$ cat config.mk
export PLATFORM = sky130hd
export DESIGN_NAME = addmulor_rr_scheduler
export DESIGN_NICKNAME = d
export VERILOG_FILES = /design/src/rtl/addmulor_pkg.sv /design/src/rtl/addmulor_pipe.sv /design/src/rtl/addmulor_rr_scheduler.sv
export SDC_FILE = /design/constraint.sdc
export NUM_CORES = 1
export LEC_CHECK = 0
export ABC_CLOCK_PERIOD_IN_PS = 8100
export CAP_MARGIN = 20
export CORE_AREA = 2 2 169 171
export DETAILED_ROUTE_END_ITERATION = 8
export DIE_AREA = 0 0 171 173
export GPL_TIMING_DRIVEN = 0
export PLACE_DENSITY = 0.57
export SLEW_MARGIN = 40
export SYNTH_ARGS = -nofsm -noshare
export SYNTH_HDL_FRONTEND = slang
export SYNTH_SLANG_ARGS = --single-unit
$ cat constraint.sdc
create_clock -name clk -period 8.1 [get_ports clk]
set_input_delay 1.215 -clock clk [delete_from_list [all_inputs] [get_ports clk]]
set_output_delay 1.215 -clock clk [all_outputs]
set_load 0.01 [all_outputs]
$ cat src/rtl/addmulor_pkg.sv
// rtl/addmulor_pkg.sv - shared types and helpers for the add-mul-or scheduler
package addmulor_pkg;

  // Widest requester index the pipeline tag can carry (up to 256 requesters)
  localparam int TAG_ID_W = 8;

  // Requester ID width: at least one bit even for a single requester
  function automatic int id_w_f(input int n_req);
    return (n_req > 2) ? $clog2(n_req) : 1;
  endfunction

  // Tag travelling alongside each datapath slot
  typedef struct packed {
    logic                valid;
    logic [TAG_ID_W-1:0] id;
  } tag_t;

  // Golden reference: ((d + a) * b) | c at full precision, truncated to width bits
  function automatic logic [31:0] addmulor_f(input logic [31:0] a,
                                             input logic [31:0] b,
                                             input logic [31:0] c,
                                             input logic [31:0] d,
                                             input int          width);
    logic [63:0] sum;
    logic [63:0] prod;
    logic [63:0] res;
    logic [63:0] mask;
    sum  = {32'd0, d} + {32'd0, a};
    prod = sum * {32'd0, b};
    res  = prod | {32'd0, c};
    mask = (64'd1 << width) - 64'd1;
    return 32'(res & mask);
  endfunction

endpackage

$ cat src/rtl/addmulor_pipe.sv
// rtl/addmulor_pipe.sv - fixed-latency add-mul-or datapath with tag shift register
module addmulor_pipe
  import addmulor_pkg::*;
#(
  parameter int WIDTH      = 9,
  parameter int PIPE_DEPTH = 3
) (
  input  logic             clk,
  input  logic             rst_n,
  input  tag_t             tag_i,
  input  logic [WIDTH-1:0] a_i,
  input  logic [WIDTH-1:0] b_i,
  input  logic [WIDTH-1:0] c_i,
  input  logic [WIDTH-1:0] d_i,
  output tag_t             tag_o,
  output logic [WIDTH-1:0] data_o,
  output logic             busy_o
);

  logic [PIPE_DEPTH-1:0] valid_q;
  logic [TAG_ID_W-1:0]   id_q [PIPE_DEPTH];
  logic [WIDTH-1:0]      a_q;
  logic [WIDTH-1:0]      b_q;
  logic [WIDTH-1:0]      c_q;
  logic [WIDTH-1:0]      d_q;
  logic [WIDTH-1:0]      res_s1;

  // Slot valids shift every cycle; these are the only reset state in the pipe
  always_ff @(posedge clk or negedge rst_n) begin
    if (!rst_n) begin
      valid_q <= '0;
    end else begin
      valid_q[0] <= tag_i.valid;
      for (int i = 1; i < PIPE_DEPTH; i++) begin
        valid_q[i] <= valid_q[i-1];
      end
    end
  end

  // Requester IDs follow their slot; meaningless while the matching valid is low
  always_ff @(posedge clk) begin
    id_q[0] <= tag_i.id;
    for (int i = 1; i < PIPE_DEPTH; i++) begin
      id_q[i] <= id_q[i-1];
    end
  end

  // Stage 1 captures operands only for real issues to avoid needless toggling
  always_ff @(posedge clk) begin
    if (tag_i.valid) begin
      a_q <= a_i;
      b_q <= b_i;
      c_q <= c_i;
      d_q <= d_i;
    end
  end

  // Modulo-2^WIDTH arithmetic: truncating every intermediate is exact
  assign res_s1 = ((d_q + a_q) * b_q) | c_q;

  if (PIPE_DEPTH == 1) begin : g_direct
    assign data_o = res_s1;
  end else begin : g_res_chain
    logic [WIDTH-1:0] res_q [PIPE_DEPTH-1];

    // Result delay line for stages 2..PIPE_DEPTH
    always_ff @(posedge clk) begin
      res_q[0] <= res_s1;
      for (int i = 1; i < PIPE_DEPTH - 1; i++) begin
        res_q[i] <= res_q[i-1];
      end
    end

    assign data_o = res_q[PIPE_DEPTH-2];
  end

  assign tag_o  = '{valid: valid_q[PIPE_DEPTH-1], id: id_q[PIPE_DEPTH-1]};
  assign busy_o = |valid_q;

endmodule

$ cat src/rtl/addmulor_rr_scheduler.sv
// rtl/addmulor_rr_scheduler.sv - round-robin scheduler sharing one add-mul-or pipeline
module addmulor_rr_scheduler
  import addmulor_pkg::*;
#(
  parameter  int N_REQ      = 4,
  parameter  int WIDTH      = 9,
  parameter  int PIPE_DEPTH = 3,
  parameter  int RSP_DEPTH  = 4,
  localparam int ID_W       = id_w_f(N_REQ)
) (
  input  logic                   clk,
  input  logic                   rst_n,
  input  logic [N_REQ-1:0]       req_valid,
  output logic [N_REQ-1:0]       req_ready,
  input  logic [N_REQ*WIDTH-1:0] req_a,
  input  logic [N_REQ*WIDTH-1:0] req_b,
  input  logic [N_REQ*WIDTH-1:0] req_c,
  input  logic [N_REQ*WIDTH-1:0] req_d,
  output logic                   rsp_valid,
  input  logic                   rsp_ready,
  output logic [ID_W-1:0]        rsp_id,
  output logic [WIDTH-1:0]       rsp_data,
  output logic                   busy
);

  localparam int CNT_W = $clog2(RSP_DEPTH + 1);
  localparam int PTR_W = (RSP_DEPTH > 1) ? $clog2(RSP_DEPTH) : 1;

  logic [ID_W-1:0]  rr_q;
  logic [ID_W-1:0]  rr_d;
  logic [CNT_W-1:0] credits_q;
  logic [CNT_W-1:0] credits_d;
  logic [CNT_W-1:0] count_q;
  logic [CNT_W-1:0] count_d;
  logic [PTR_W-1:0] wr_q;
  logic [PTR_W-1:0] wr_d;
  logic [PTR_W-1:0] rd_q;
  logic [PTR_W-1:0] rd_d;

  logic             grant_found;
  logic [ID_W-1:0]  grant_idx;
  logic [ID_W-1:0]  cand;
  logic             issue;
  logic             push;
  logic             pop;

  tag_t             issue_tag;
  logic [WIDTH-1:0] issue_a;
  logic [WIDTH-1:0] issue_b;
  logic [WIDTH-1:0] issue_c;
  logic [WIDTH-1:0] issue_d;

  tag_t             pipe_tag;
  logic [WIDTH-1:0] pipe_data;
  logic             pipe_busy;

  logic [WIDTH-1:0] data_mem [RSP_DEPTH];
  logic [ID_W-1:0]  id_mem   [RSP_DEPTH];

  function automatic logic [PTR_W-1:0] ptr_inc(input logic [PTR_W-1:0] p);
    return (int'(p) == RSP_DEPTH - 1) ? '0 : p + PTR_W'(1);
  endfunction

  // Round-robin search: first valid requester at or after the pointer
  always_comb begin
    grant_found = 1'b0;
    grant_idx   = '0;
    cand        = '0;
    for (int k = 0; k < N_REQ; k++) begin
      cand = ID_W'((int'(rr_q) + k) % N_REQ);
      if (!grant_found && req_valid[cand]) begin
        grant_found = 1'b1;
        grant_idx   = cand;
      end
    end
  end

  // Issue needs a credit; reset gates the grant so req_ready drops with rst_n
  assign issue = rst_n & grant_found & (credits_q != '0);
  assign pop   = rsp_valid & rsp_ready;
  assign push  = pipe_tag.valid;

  // One-hot grant plus the operand and tag mux feeding stage 1
  always_comb begin
    req_ready = '0;
    if (issue) begin
      req_ready[grant_idx] = 1'b1;
    end
    issue_tag.valid = issue;
    issue_tag.id    = TAG_ID_W'(grant_idx);
    issue_a         = req_a[int'(grant_idx)*WIDTH +: WIDTH];
    issue_b         = req_b[int'(grant_idx)*WIDTH +: WIDTH];
    issue_c         = req_c[int'(grant_idx)*WIDTH +: WIDTH];
    issue_d         = req_d[int'(grant_idx)*WIDTH +: WIDTH];
  end

  addmulor_pipe #(
    .WIDTH      (WIDTH),
    .PIPE_DEPTH (PIPE_DEPTH)
  ) u_pipe (
    .clk    (clk),
    .rst_n  (rst_n),
    .tag_i  (issue_tag),
    .a_i    (issue_a),
    .b_i    (issue_b),
    .c_i    (issue_c),
    .d_i    (issue_d),
    .tag_o  (pipe_tag),
    .data_o (pipe_data),
    .busy_o (pipe_busy)
  );

  // Next-state for RR pointer, credits and FIFO bookkeeping
  always_comb begin
    rr_d = rr_q;
    if (issue) begin
      rr_d = (int'(grant_idx) == N_REQ - 1) ? '0 : grant_idx + ID_W'(1);
    end

    credits_d = credits_q;
    if (issue && !pop) begin
      credits_d = credits_q - CNT_W'(1);
    end else if (!issue && pop) begin
      credits_d = credits_q + CNT_W'(1);
    end

    wr_d = push ? ptr_inc(wr_q) : wr_q;
    rd_d = pop  ? ptr_inc(rd_q) : rd_q;

    count_d = count_q;
    if (push && !pop) begin
      count_d = count_q + CNT_W'(1);
    end else if (!push && pop) begin
      count_d = count_q - CNT_W'(1);
    end
  end

  // Control state; in-flight ops vanish because pipe valids and FIFO count clear together
  always_ff @(posedge clk or negedge rst_n) begin
    if (!rst_n) begin
      rr_q      <= '0;
      credits_q <= CNT_W'(RSP_DEPTH);
      count_q   <= '0;
      wr_q      <= '0;
      rd_q      <= '0;
    end else begin
      rr_q      <= rr_d;
      credits_q <= credits_d;
      count_q   <= count_d;
      wr_q      <= wr_d;
      rd_q      <= rd_d;
    end
  end

  // Response storage; credits guarantee a free entry whenever the pipe delivers
  always_ff @(posedge clk) begin
    if (push) begin
      data_mem[wr_q] <= pipe_data;
      id_mem[wr_q]   <= ID_W'(pipe_tag.id);
    end
  end

  assign rsp_valid = (count_q != '0);
  assign rsp_id    = id_mem[rd_q];
  assign rsp_data  = data_mem[rd_q];
  assign busy      = pipe_busy | (count_q != '0);

endmodule

## Word-level counts from Yosys, hierarchy flattened

Memories as Yosys holds them, arrays and structs flattened.
Index checks and enable logic that the tools add are counted.

- Bits in read-only memories: 0
- Output and inout port bits: 17
- Word-level logic and storage cells: 92
- Memories: 4
- Bits in writable memories: 86
- Input bits: 151
- Bits in registers: 51
- Bits in latches: 0

Memory list:

| memory | words | width | read ports | clocked after memory_dff | write ports | line | RTL |
|---|---|---|---|---|---|---|---|
| data_mem | 4 | 9 | 1 | 0 | 1 | addmulor_rr_scheduler.sv:57 | `logic [WIDTH-1:0] data_mem [RSP_DEPTH];` |
| u_pipe.id_q | 3 | 8 | 3 | 0 | 3 | addmulor_pipe.sv:21 | `logic [TAG_ID_W-1:0] id_q [PIPE_DEPTH];` |
| u_pipe.g_res_chain.res_q | 2 | 9 | 2 | 0 | 2 | addmulor_pipe.sv:64 | `logic [WIDTH-1:0] res_q [PIPE_DEPTH-1];` |
| id_mem | 4 | 2 | 1 | 0 | 1 | addmulor_rr_scheduler.sv:58 | `logic [ID_W-1:0] id_mem [RSP_DEPTH];` |

- Add/sub/neg operators: 11
- Divide/modulo/power cells: 0
- Muxes and demuxes: 28
- $lt $le $gt $ge: 6
- Shifts and indexed selects: 4
- Bitwise operators: 5
- Reduce and logical (&&, ||, !) cells: 19
- Multiply operators: 2
- Equal/unequal tests: 3

Operators by type and width:

| cell | count |
|---|---|
| $shiftx A36 B32 Y9 | 3 |
| $shiftx A36 B7 Y9 | 1 |
| $lt A2 B3 Y1 const B | 5 |
| $mux W2 | 7 |
| $mux W3 | 4 |
| $mux W1 | 11 |
| $add A9 B9 Y9 | 1 |
| $mul A9 B9 Y9 | 1 |
| $or A9 B9 Y9 | 1 |
| $add A2 B1 Y2 const B | 4 |
| $bmux W1 S2 | 4 |
| $logic_and A1 B1 Y1 | 8 |
| $add A3 B1 Y3 const B | 2 |
| $eq A2 B1 Y1 const B | 3 |
| $logic_not A1 Y1 | 6 |
| $mul A2 B4 Y6 const B | 1 |
| $reduce_bool A3 Y1 | 2 |
| $sub A3 B1 Y3 const B | 2 |
| $add A2 B2 Y2 const B | 2 |
| $mux W4 | 1 |
| $reduce_bool A2 Y1 | 2 |
| $and A1 B1 Y1 | 3 |
| $reduce_or A3 Y1 | 1 |
| $demux W1 S2 | 1 |
| 2 further kinds | 2 |

## Depth between registers and ports, before layout

Gate-level depths: netlist (run 1).

- Depth after elaboration: 18
- Gate-level depth with buffers: 25
- Depth with buffers taken out: 25

## By module

From an unflattened synthesis (run 1), not the netlist that was laid out.

- Cells, all modules: 546
- Area total of the unflattened synthesis: 7355.8 um^2

By module, submodules not included:

| module | times used | cells an instance | area each (um^2) |
|---|---|---|---|
| addmulor_pipe | 1 | 290 | 3693.5 |
| addmulor_rr_scheduler | 1 | 256 | 3662.3 |

## Least setup slack after synthesis (run 1)

OpenSTA, ideal clock, no wires.

- Kind: flip-flop to flip-flop
- Start point: reg u_pipe.d_q[4]
- End point: mem u_pipe.g_res_chain.res_q[0][8]
- Buffers on the path: 1
- Path slack: 2.637 ns
- Library setup time: 0.127 ns
- Stages on the path, launching flop included: 22
- Arrival time: 5.336 ns
- Path through: edfxtp_1 ha_1 buf_6 a21o_1 a21oi_4 o21ai_0 a21oi_1 xnor2_1 nand2_1 fa_1 fa_1 inv_1 fa_1 inv_1 fa_1 inv_1 ha_1 a21oi_1 xnor3_2 xnor3_1 o21ai_1 or3b_1

RTL lines:

| element | line | RTL |
|---|---|---|
| start: declaration | addmulor_pipe.sv:25 | `logic [WIDTH-1:0] d_q;` |
| start signal: assignment | addmulor_pipe.sv:54 | `d_q <= d_i;` |
| end: declaration | addmulor_pipe.sv:64 |  |

==> flow_metrics.env, run 1 <==
export IMPL_hold_buffers=0
export IMPL_place_ws_ns=2.09
export IMPL_first_pass_iters=5
export IMPL_final_hold_viol_count=0
export IMPL_die_area_um2=29600
export IMPL_syn_nets=871
export IMPL_io_pins=168
export IMPL_port_buffers=167
export IMPL_htree_levels=4
export IMPL_clock_skew_ns=0.00776
export IMPL_wirelength_um=18400
export IMPL_area_growth_pct=40.3
export IMPL_final_setup_tns_ns=0
export IMPL_postSynth_asyncResetShare=0.126
export IMPL_avgSynthCellArea_um2=10.4
export IMPL_drive_above_1_share=0.0786
export IMPL_final_antenna_net_count=0
export IMPL_finalWeightedCongestion=0.861
export IMPL_critPathMaxFanout=4
export IMPL_synth_commonest_cells="nand2_1, edfxtp_1, inv_1, a31oi_1"
export IMPL_grt_use_total=0.128
export IMPL_worst_pin_slew_ns=0.673
export IMPL_drtIter0Drc=293
export IMPL_end_kind="register"
export IMPL_yosysTopAreaCell="edfxtp_1"
export IMPL_cts_made_buffers=17
export IMPL_critPathArrivalTime_ns=6.34
export IMPL_cts_buffer_depth=2
export IMPL_synth_warnings=0
export IMPL_min_period_ns=6.07
export IMPL_clkLatencyLatePin_ns=0.42
export IMPL_drc=0
export IMPL_netlist_area_um2=6870
export IMPL_yosysMostFrequentCell="nand2_1"
export IMPL_cts_sinks=119
export IMPL_cts_setup_buffers=0
export IMPL_nets=1060
export IMPL_first_global_vias=5464
export IMPL_num_vias=5302
export IMPL_synth_edf_count=80
export IMPL_fin_crit_sh=0.749
export IMPL_hold_slack_ns=0.324
export IMPL_cts_resized=0
export IMPL_hp_start="u_pipe.id_q[0][9]$_DFF_P_"
export IMPL_cp_data_required_time_ns=8.37
export IMPL_grt_pass1_wl_um=28700
export IMPL_start_kind="register"
export IMPL_setup_viol=0
export IMPL_dp_hpwl_um=14700
export IMPL_core_um2=27600
export IMPL_status="finished, final reports clean"
export IMPL_max_freq_ghz=0.165
export IMPL_crit_reg2reg_launch="u_pipe.d_q[0]$_DFFE_PP_"
export IMPL_clockRootBuffer="clkbuf_16"
export IMPL_avgViaCountPerCell=4.27
export IMPL_antenna_found_initial=0
export IMPL_synth_flop_cell="edfxtp_1"
export IMPL_ys_ff_latch=119
export IMPL_synth_area_leaders="edfxtp_1, nand2_1, dfxtp_1"
export IMPL_die_w_um=171
export IMPL_grt_overflow=0
export IMPL_grt_max_degree=19
export IMPL_cts_tree="yes"
export IMPL_synth_top_area_share=0.350
export IMPL_drv_cap=0
export IMPL_rsz0062_at_grt="no"
export IMPL_synth_cell_types=63
export IMPL_fin_ws_ns=2.03
export IMPL_num_rows=61
export IMPL_fp_dieH_um=173
export IMPL_syn_inst=663
export IMPL_wl_per_cell_um=14.8
export IMPL_ys_seq_area_frac=0.474
export IMPL_antenna_cells=0
export IMPL_criticalPathCategory="register to register"
export IMPL_clk_pin_slew_ns=0.05
export IMPL_maxSlewHeadroom=0.551
export IMPL_start_util=0.249
export IMPL_startpoint="u_pipe.d_q[0]$_DFFE_PP_"
export IMPL_hp_class="register to register"
export IMPL_report_final_slew_viol_count=0
layout make-up:
| type | instances | area [um2] |
|---|---|---|
| Clock inverter | 12 | 128 |
| Sequential cell | 119 | 3260 |
| Timing Repair Buffer | 170 | 1710 |
| Buffer | 33 | 136 |
| Inverter | 48 | 180 |
| Fill cell | 2848 | 18000 |
| Multi-Input combinational cell | 463 | 3310 |
| Clock buffer | 20 | 447 |
| Tap cell | 378 | 473 |
per-stage QoR:
| stage | instance area [um2] | util | instances |
|---|---|---|---|
| CTS | 9650 | 0.349 | 1243 |
| floorplan | 6870 | - | 663 |
| detailed placement | 9070 | 0.328 | 1211 |
| finish | 9640 | 0.349 | 1243 |
| global route | 9640 | 0.349 | 1243 |
| global placement | 9010 | 0.326 | 1208 |
cell usage in the layout, fill, tap and decap left out, types with 5 or more instances in the layout:
master,n
mux4_2,11
inv_1,47
nor2_1,12
dfxtp_1,24
nand2b_1,7
nand2_1,179
and2_1,14
clkbuf_16,17
clkdlybuf4s50_1,166
fa_1,21
o21ai_0,6
clkbuf_1,28
ha_1,36
a31oi_1,36
dfrtp_1,14
xnor2_1,12
nor2b_1,5
and3_1,36
xor2_1,9
edfxtp_1,80
a21o_1,5
a21oi_1,11
critical path, cell delays in order (launching register included):
cell and delay (ns):
edfxtp_1 0.38, ha_1 0.20, inv_1 0.06, fa_1 0.42, nor2b_1 0.19, o21a_1 0.17, nor2_1 0.06, xnor2_1 0.31
nand2_1 0.13, fa_1 0.56, inv_1 0.06, fa_1 0.45, ha_1 0.31, inv_1 0.06, fa_1 0.52, inv_1 0.04
ha_1 0.33, a21o_2 0.20, a21oi_1 0.18, xnor3_2 0.39, xnor3_1 0.40, o21ai_1 0.09, or3b_1 0.41
kinds of logic (layout without fill, tap and decap cells):
logic type,count (synthesis),in the layout,share of synthesized area
and+or+nand+nor,283,283,0.191
buffers and inverters,81,283,0.0459
AOI/OAI and AO/OA,83,83,0.0812
adders and majority gates,57,57,0.127
muxes,15,15,0.0424
xor gates and xnor gates,25,25,0.0382
DFF,119,119,0.474
layer usage:
layer / routed length, um / vias up / global-route usage
met5: 0 / - / 0
met4: 277 / 0 / 0.0346
li1: - / 2664 / -
met3: 1470 / 21 / 0.0506
met2: 8870 / 186 / 0.215
met1: 7770 / 2431 / 0.150
flip-flops by register name, indices dropped and copies added (netlist names):
signal / count
data_mem: 36
u_pipe.g_res_chain.res_q: 18
u_pipe.a_q: 9
u_pipe.b_q: 9
u_pipe.c_q: 9
u_pipe.d_q: 9
id_mem: 8
u_pipe.id_q: 6
count_q: 3
credits_q: 3
u_pipe.valid_q: 3
rd_q: 2
rr_q: 2
wr_q: 2
worst paths after layout:
path	to	slack (ns)	cells past startpoint
setup / recovery	u_pipe.g_res_chain.res_q[0][8]$_DFF_P_	2.03	22
hold reg to reg	u_pipe.id_q[0][17]$_DFF_P_	0.32	0
setup reg to reg	u_pipe.g_res_chain.res_q[0][8]$_DFF_P_	2.03	22
hold / removal	u_pipe.id_q[0][17]$_DFF_P_	0.32	0
max in group asynchronous	credits_q[2]$_DFFE_PN1P_	7.07	1
min in group asynchronous	rr_q[1]$_DFFE_PN0P_	0.72	1
Power of run 1 is not shown: default switching activity piles up to over one toggle a cycle in this logic, so the estimate is an artifact.
==> inputs of run 2 (changes only) <==
--- a/config.mk
+++ b/config.mk
@@ -5,7 +5,7 @@
 export SDC_FILE = /design/constraint.sdc
 export NUM_CORES = 1
 export LEC_CHECK = 0
-export ABC_CLOCK_PERIOD_IN_PS = 8100
+export ABC_CLOCK_PERIOD_IN_PS = 5950
 export CAP_MARGIN = 20
 export CORE_AREA = 2 2 169 171
 export DETAILED_ROUTE_END_ITERATION = 8
==> constraint.sdc (replaced) <==
create_clock -name clk -period 5.95 [get_ports clk]
set_input_delay 0.8925 -clock clk [delete_from_list [all_inputs] [get_ports clk]]
set_output_delay 0.8925 -clock clk [all_outputs]
set_load 0.01 [all_outputs]
==> flow_metrics.env, run 2 (synthesized netlist as in run 1, its figures left out) <==
export IMPL_status="finished, final reports clean"
export IMPL_clockRootBuffer="clkbuf_16"
export IMPL_slowest_delay_ns=0.56
export IMPL_grt_pass1_wl_um=28700
export IMPL_wl_per_cell_um=14.9
export IMPL_core_um2=27600
export IMPL_crit_path_end="u_pipe.g_res_chain.res_q[0][8]$_DFF_P_"
export IMPL_final_hold_viol_count=0
export IMPL_critPathTopFamily="adder cells"
export IMPL_first_global_vias=5478
export IMPL_critical_path_cell_chain="ha_2 -> inv_1 -> fa_2 -> nor2b_2 -> o21a_1 -> nor2_1 -> xnor2_2 -> nand2_1 -> fa_1 -> inv_1 -> fa_1 -> ha_1 -> inv_1 -> fa_1 -> inv_1 -> ha_1 -> a21o_2 -> a21oi_1 -> xnor3_2 -> xnor3_1 -> nor3_1 -> or3b_4"
export IMPL_clk_pin_slew_ns=0.05
export IMPL_area_growth_pct=41.0
export IMPL_crit_reg2reg_launch="u_pipe.d_q[0]$_DFFE_PP_"
export IMPL_wirelength_um=18500
export IMPL_cp_slowest_cell="fa_1"
export IMPL_end_kind="register"
export IMPL_num_rows=61
export IMPL_largest_register="data_mem"
export IMPL_crit_buf_inv=4
export IMPL_fin_crit_sh=0.943
export IMPL_cp_data_required_time_ns=6.24
export IMPL_antenna_cells=0
export IMPL_fp_dieH_um=173
export IMPL_clkLatencyLatePin_ns=0.42
export IMPL_htree_levels=4
export IMPL_grt_use_total=0.128
export IMPL_start_util=0.249
export IMPL_final_setup_tns_ns=0
export IMPL_avgViaCountPerCell=4.28
export IMPL_hp_class="register to register"
export IMPL_setup_viol=0
export IMPL_cp_num_cells=22
export IMPL_critPathArrivalTime_ns=5.90
export IMPL_rr_worst_depth=22
export IMPL_start_kind="register"
export IMPL_clock_skew_ns=0.00754
export IMPL_hold_buffers=0
export IMPL_top_regs="data_mem: 36 flops, u_pipe.g_res_chain.res_q: 18 flops"
export IMPL_grt_overflow=0
export IMPL_drive_above_1_share=0.0900
export IMPL_rsz0062_at_grt="no"
export IMPL_hp_start="u_pipe.id_q[0][9]$_DFF_P_"
export IMPL_worst_pin_slew_ns=0.675
export IMPL_grt_max_degree=19
export IMPL_layout_common_cells="nand2_1, clkdlybuf4s50_1, edfxtp_1, inv_1"
export IMPL_drc=0
export IMPL_report_final_slew_viol_count=0
export IMPL_drv_cap=0
export IMPL_die_w_um=171
export IMPL_min_period_ns=5.61
export IMPL_timing_rr_end="u_pipe.g_res_chain.res_q[0][8]$_DFF_P_"
export IMPL_worst_path_most_repeated_cell="inv_1"
export IMPL_largest_reg_flops=36
export IMPL_maxSlewHeadroom=0.550
export IMPL_antenna_found_initial=0
export IMPL_criticalPathCategory="register to register"
export IMPL_max_freq_ghz=0.178
export IMPL_reg2reg_slack_ns=0.34
export IMPL_cts_made_buffers=17
export IMPL_finalWeightedCongestion=0.861
export IMPL_io_pins=168
export IMPL_cts_tree="yes"
export IMPL_cts_buffer_depth=2
export IMPL_drtIter0Drc=267
export IMPL_cts_sinks=119
export IMPL_place_area_um2=9070
export IMPL_final_common_cell="nand2_1"
export IMPL_final_antenna_net_count=0
export IMPL_die_area_um2=29600
export IMPL_nets=1062
export IMPL_fin_area_um2=9690
export IMPL_dp_hpwl_um=14700
export IMPL_startpoint="u_pipe.d_q[0]$_DFFE_PP_"
export IMPL_num_vias=5334
export IMPL_port_buffers=167
export IMPL_first_pass_iters=5
export IMPL_critPathMaxFanout=4
-- run 2: cell types whose count changed in the layout (fill, tap and decap cells not counted), sizes merged --
cell	delta
buf	+2
-- run 2: layout make-up --
cell class                      instances  area, um2
Sequential cell                       119       3260
Clock buffer                           20        447
Timing Repair Buffer                  172       1720
Multi-Input combinational cell        463       3340
Clock inverter                         12        128
Tap cell                              378        473
Buffer                                 33        136
Fill cell                            2841      17900
Inverter                               48        180
-- run 2: routing by layer --
layer / global-route usage / vias to the layer above / wire length, um
met5: 0 / - / 0
li1: - / 2672 / -
met2: 0.213 / 178 / 8820
met3: 0.0506 / 26 / 1510
met1: 0.150 / 2458 / 7780
met4: 0.0403 / 0 / 392
-- run 2: metrics by stage --
stage                     cells  setup slack, ns  hold WS (ns)   util
after global placement     1208            -1.32         0.312  0.326
after CTS                  1245           0.0636         0.324  0.350
after detailed placement   1211          -0.0614         0.312  0.328
final                      1245            0.338         0.324  0.351
after floorplan             663            0.487         0.310      -
after global routing       1245            0.112         0.326  0.351
-- run 2: worst reg2reg max path: stages, from the launching register on --
cell      delay, ns
edfxtp_1       0.40
ha_2           0.22
inv_1          0.06
fa_2           0.37
nor2b_2        0.16
o21a_1         0.16
nor2_1         0.07
xnor2_2        0.22
nand2_1        0.11
fa_1           0.56
inv_1          0.06
fa_1           0.45
ha_1           0.30
inv_1          0.06
fa_1           0.52
inv_1          0.04
ha_1           0.33
a21o_2         0.20
a21oi_1        0.16
xnor3_2        0.29
xnor3_1        0.28
nor3_1         0.07
or3b_4         0.40
-- run 2: how the worst min path moves through the flow --
stage,to,cells past startpoint,slack [ns]
finish,u_pipe.id_q[0][17]$_DFF_P_,0,0.32
floorplan,u_pipe.g_res_chain.res_q[0][10]$_DFF_P_,0,0.31
detailed placement,u_pipe.id_q[0][17]$_DFF_P_,0,0.31
CTS,u_pipe.id_q[0][8]$_DFF_P_,0,0.32
global placement,u_pipe.id_q[0][8]$_DFF_P_,0,0.31
global route,u_pipe.id_q[0][9]$_DFF_P_,0,0.33
-- run 2: repair_timing --
| action | CTS | global route |
|---|---|---|
| setup endpoints to repair | 1 | 1 |
| resized for setup | 4 | 5 |
| pin swaps | 3 | 2 |
| buffers inserted | 2 | 0 |
Power of run 2 is left out for the same reason.
==> inputs of run 3 (changes only) <==
--- a/config.mk
+++ b/config.mk
@@ -11,7 +11,7 @@
 export DETAILED_ROUTE_END_ITERATION = 8
 export DIE_AREA = 0 0 171 173
 export GPL_TIMING_DRIVEN = 0
-export PLACE_DENSITY = 0.57
+export PLACE_DENSITY = 0.48
 export SLEW_MARGIN = 40
 export SYNTH_ARGS = -nofsm -noshare
 export SYNTH_HDL_FRONTEND = slang
==> flow_metrics.env, run 3 (synthesized netlist as in run 1, its figures left out) <==
export IMPL_core_um2=27600
export IMPL_clkLatencyLatePin_ns=0.42
export IMPL_final_setup_tns_ns=0
export IMPL_area_growth_pct=42.0
export IMPL_first_global_vias=5416
export IMPL_hp_class="register to register"
export IMPL_largest_reg_flops=36
export IMPL_htree_levels=4
export IMPL_start_kind="register"
export IMPL_wl_per_cell_um=15.3
export IMPL_top_regs="data_mem: 36 flops, u_pipe.g_res_chain.res_q: 18 flops"
export IMPL_first_pass_iters=4
export IMPL_drv_cap=0
export IMPL_final_hold_viol_count=0
export IMPL_end_kind="register"
export IMPL_cts_tree="yes"
export IMPL_start_util=0.249
export IMPL_antenna_found_initial=0
export IMPL_min_period_ns=5.60
export IMPL_clockRootBuffer="clkbuf_16"
export IMPL_drive_above_1_share=0.0909
export IMPL_die_area_um2=29600
export IMPL_final_antenna_net_count=0
export IMPL_antenna_cells=0
export IMPL_multi_input_comb_area_um2=3360
export IMPL_wirelength_um=19100
export IMPL_hp_start="u_pipe.id_q[0][9]$_DFF_P_"
export IMPL_grt_use_total=0.131
export IMPL_top_layer_used="met4"
export IMPL_layout_common_cells="nand2_1, clkdlybuf4s50_1, edfxtp_1, inv_1"
export IMPL_drc=0
export IMPL_nFillCells=2872
export IMPL_crit_reg2reg_launch="u_pipe.d_q[0]$_DFFE_PP_"
export IMPL_num_vias=5331
export IMPL_fp_dieH_um=173
export IMPL_setup_viol=0
export IMPL_fin_crit_sh=0.942
export IMPL_critPathMaxFanout=4
export IMPL_nets=1064
export IMPL_routedLengthMet1_um=8350
export IMPL_cts_made_buffers=17
export IMPL_dp_hpwl_um=15100
export IMPL_clock_skew_ns=0.0126
export IMPL_drtIter0Drc=203
export IMPL_grt_max_degree=18
export IMPL_critPathArrivalTime_ns=5.88
export IMPL_worst_pin_slew_ns=0.688
export IMPL_die_w_um=171
export IMPL_criticalPathCategory="register to register"
export IMPL_avgViaCountPerCell=4.28
export IMPL_met2_length_um=9020
export IMPL_grt_overflow=0
export IMPL_cp_data_required_time_ns=6.23
export IMPL_cts_buffer_depth=2
export IMPL_startpoint="u_pipe.d_q[0]$_DFFE_PP_"
export IMPL_io_pins=168
export IMPL_largest_register="data_mem"
export IMPL_num_rows=61
export IMPL_regArea_um2=3260
export IMPL_max_freq_ghz=0.178
export IMPL_report_final_slew_viol_count=0
export IMPL_finalWeightedCongestion=0.816
export IMPL_final_common_cell="nand2_1"
export IMPL_rsz0062_at_grt="no"
export IMPL_port_buffers=167
export IMPL_maxSlewHeadroom=0.541
export IMPL_status="finished, final reports clean"
export IMPL_routed_wl_met3_um=1380
export IMPL_clk_pin_slew_ns=0.06
export IMPL_cts_sinks=119
export IMPL_grt_pass1_wl_um=29600
==> run 3: stage by stage <==
stage	cells	hold slack [ns]	utilization	instance area (um2)	setup WS (ns)
finish	1247	0.323	0.353	9750	0.348
global placement	1208	0.311	0.326	9010	-1.46
detailed placement	1210	0.312	0.328	9060	-0.162
CTS	1242	0.323	0.351	9690	0.0329
global route	1247	0.325	0.353	9750	0.0968
floorplan	663	0.310	-	6870	0.487
==> run 3: path summary, 6_finish.rpt <==
path,end,slack (ns),depth (start not counted)
setup / recovery,u_pipe.g_res_chain.res_q[0][8]$_DFF_P_,0.35,22
min in group asynchronous,rr_q[1]$_DFFE_PN0P_,0.40,1
setup reg to reg,u_pipe.g_res_chain.res_q[0][8]$_DFF_P_,0.35,22
hold / removal,u_pipe.id_q[0][17]$_DFF_P_,0.32,0
hold reg to reg,u_pipe.id_q[0][17]$_DFF_P_,0.32,0
max in group asynchronous,credits_q[2]$_DFFE_PN1P_,5.23,1
==> run 3: routing by layer <==
metal / vias to the layer above / GRT usage
met5: - / 0
met1: 2465 / 0.162
met3: 19 / 0.0421
li1: 2674 / -
met2: 173 / 0.216
met4: 0 / 0.0410
==> run 3: critical path, stage by stage, from the launching register on <==
cell      delay, ns
edfxtp_1       0.41
ha_2           0.23
inv_1          0.06
fa_2           0.39
nor2b_4        0.14
o21a_1         0.14
nor2_1         0.07
xnor2_2        0.22
nand2_1        0.12
fa_1           0.56
inv_1          0.06
fa_1           0.45
ha_1           0.29
inv_1          0.05
fa_1           0.53
inv_1          0.04
ha_1           0.32
a21o_2         0.20
a21oi_1        0.17
xnor3_2        0.30
xnor3_1        0.24
nor3_1         0.06
or3b_4         0.41
==> run 3: cell type report <==
| type | count | area share |
|---|---|---|
| plain buffers | 33 | 0.0140 |
| clock inverters | 13 | 0.0182 |
| repair buffers | 174 | 0.178 |
| flip-flops and latches | 119 | 0.334 |
| clock buffers | 19 | 0.0444 |
| inverters | 48 | 0.0185 |
| multi-input cells | 463 | 0.344 |
| well taps | 378 | 0.0485 |
==> run 3: what timing repair did <==
action | in CTS | in global routing
pin swaps | 2 | 5
gates resized for setup | 4 | 8
buffers inserted | 0 | 5
setup endpoints to repair | 1 | 1
hold endpoints to repair | 0 | 0
hold buffers | 0 | 0
Power of run 3 is left out for the same reason.
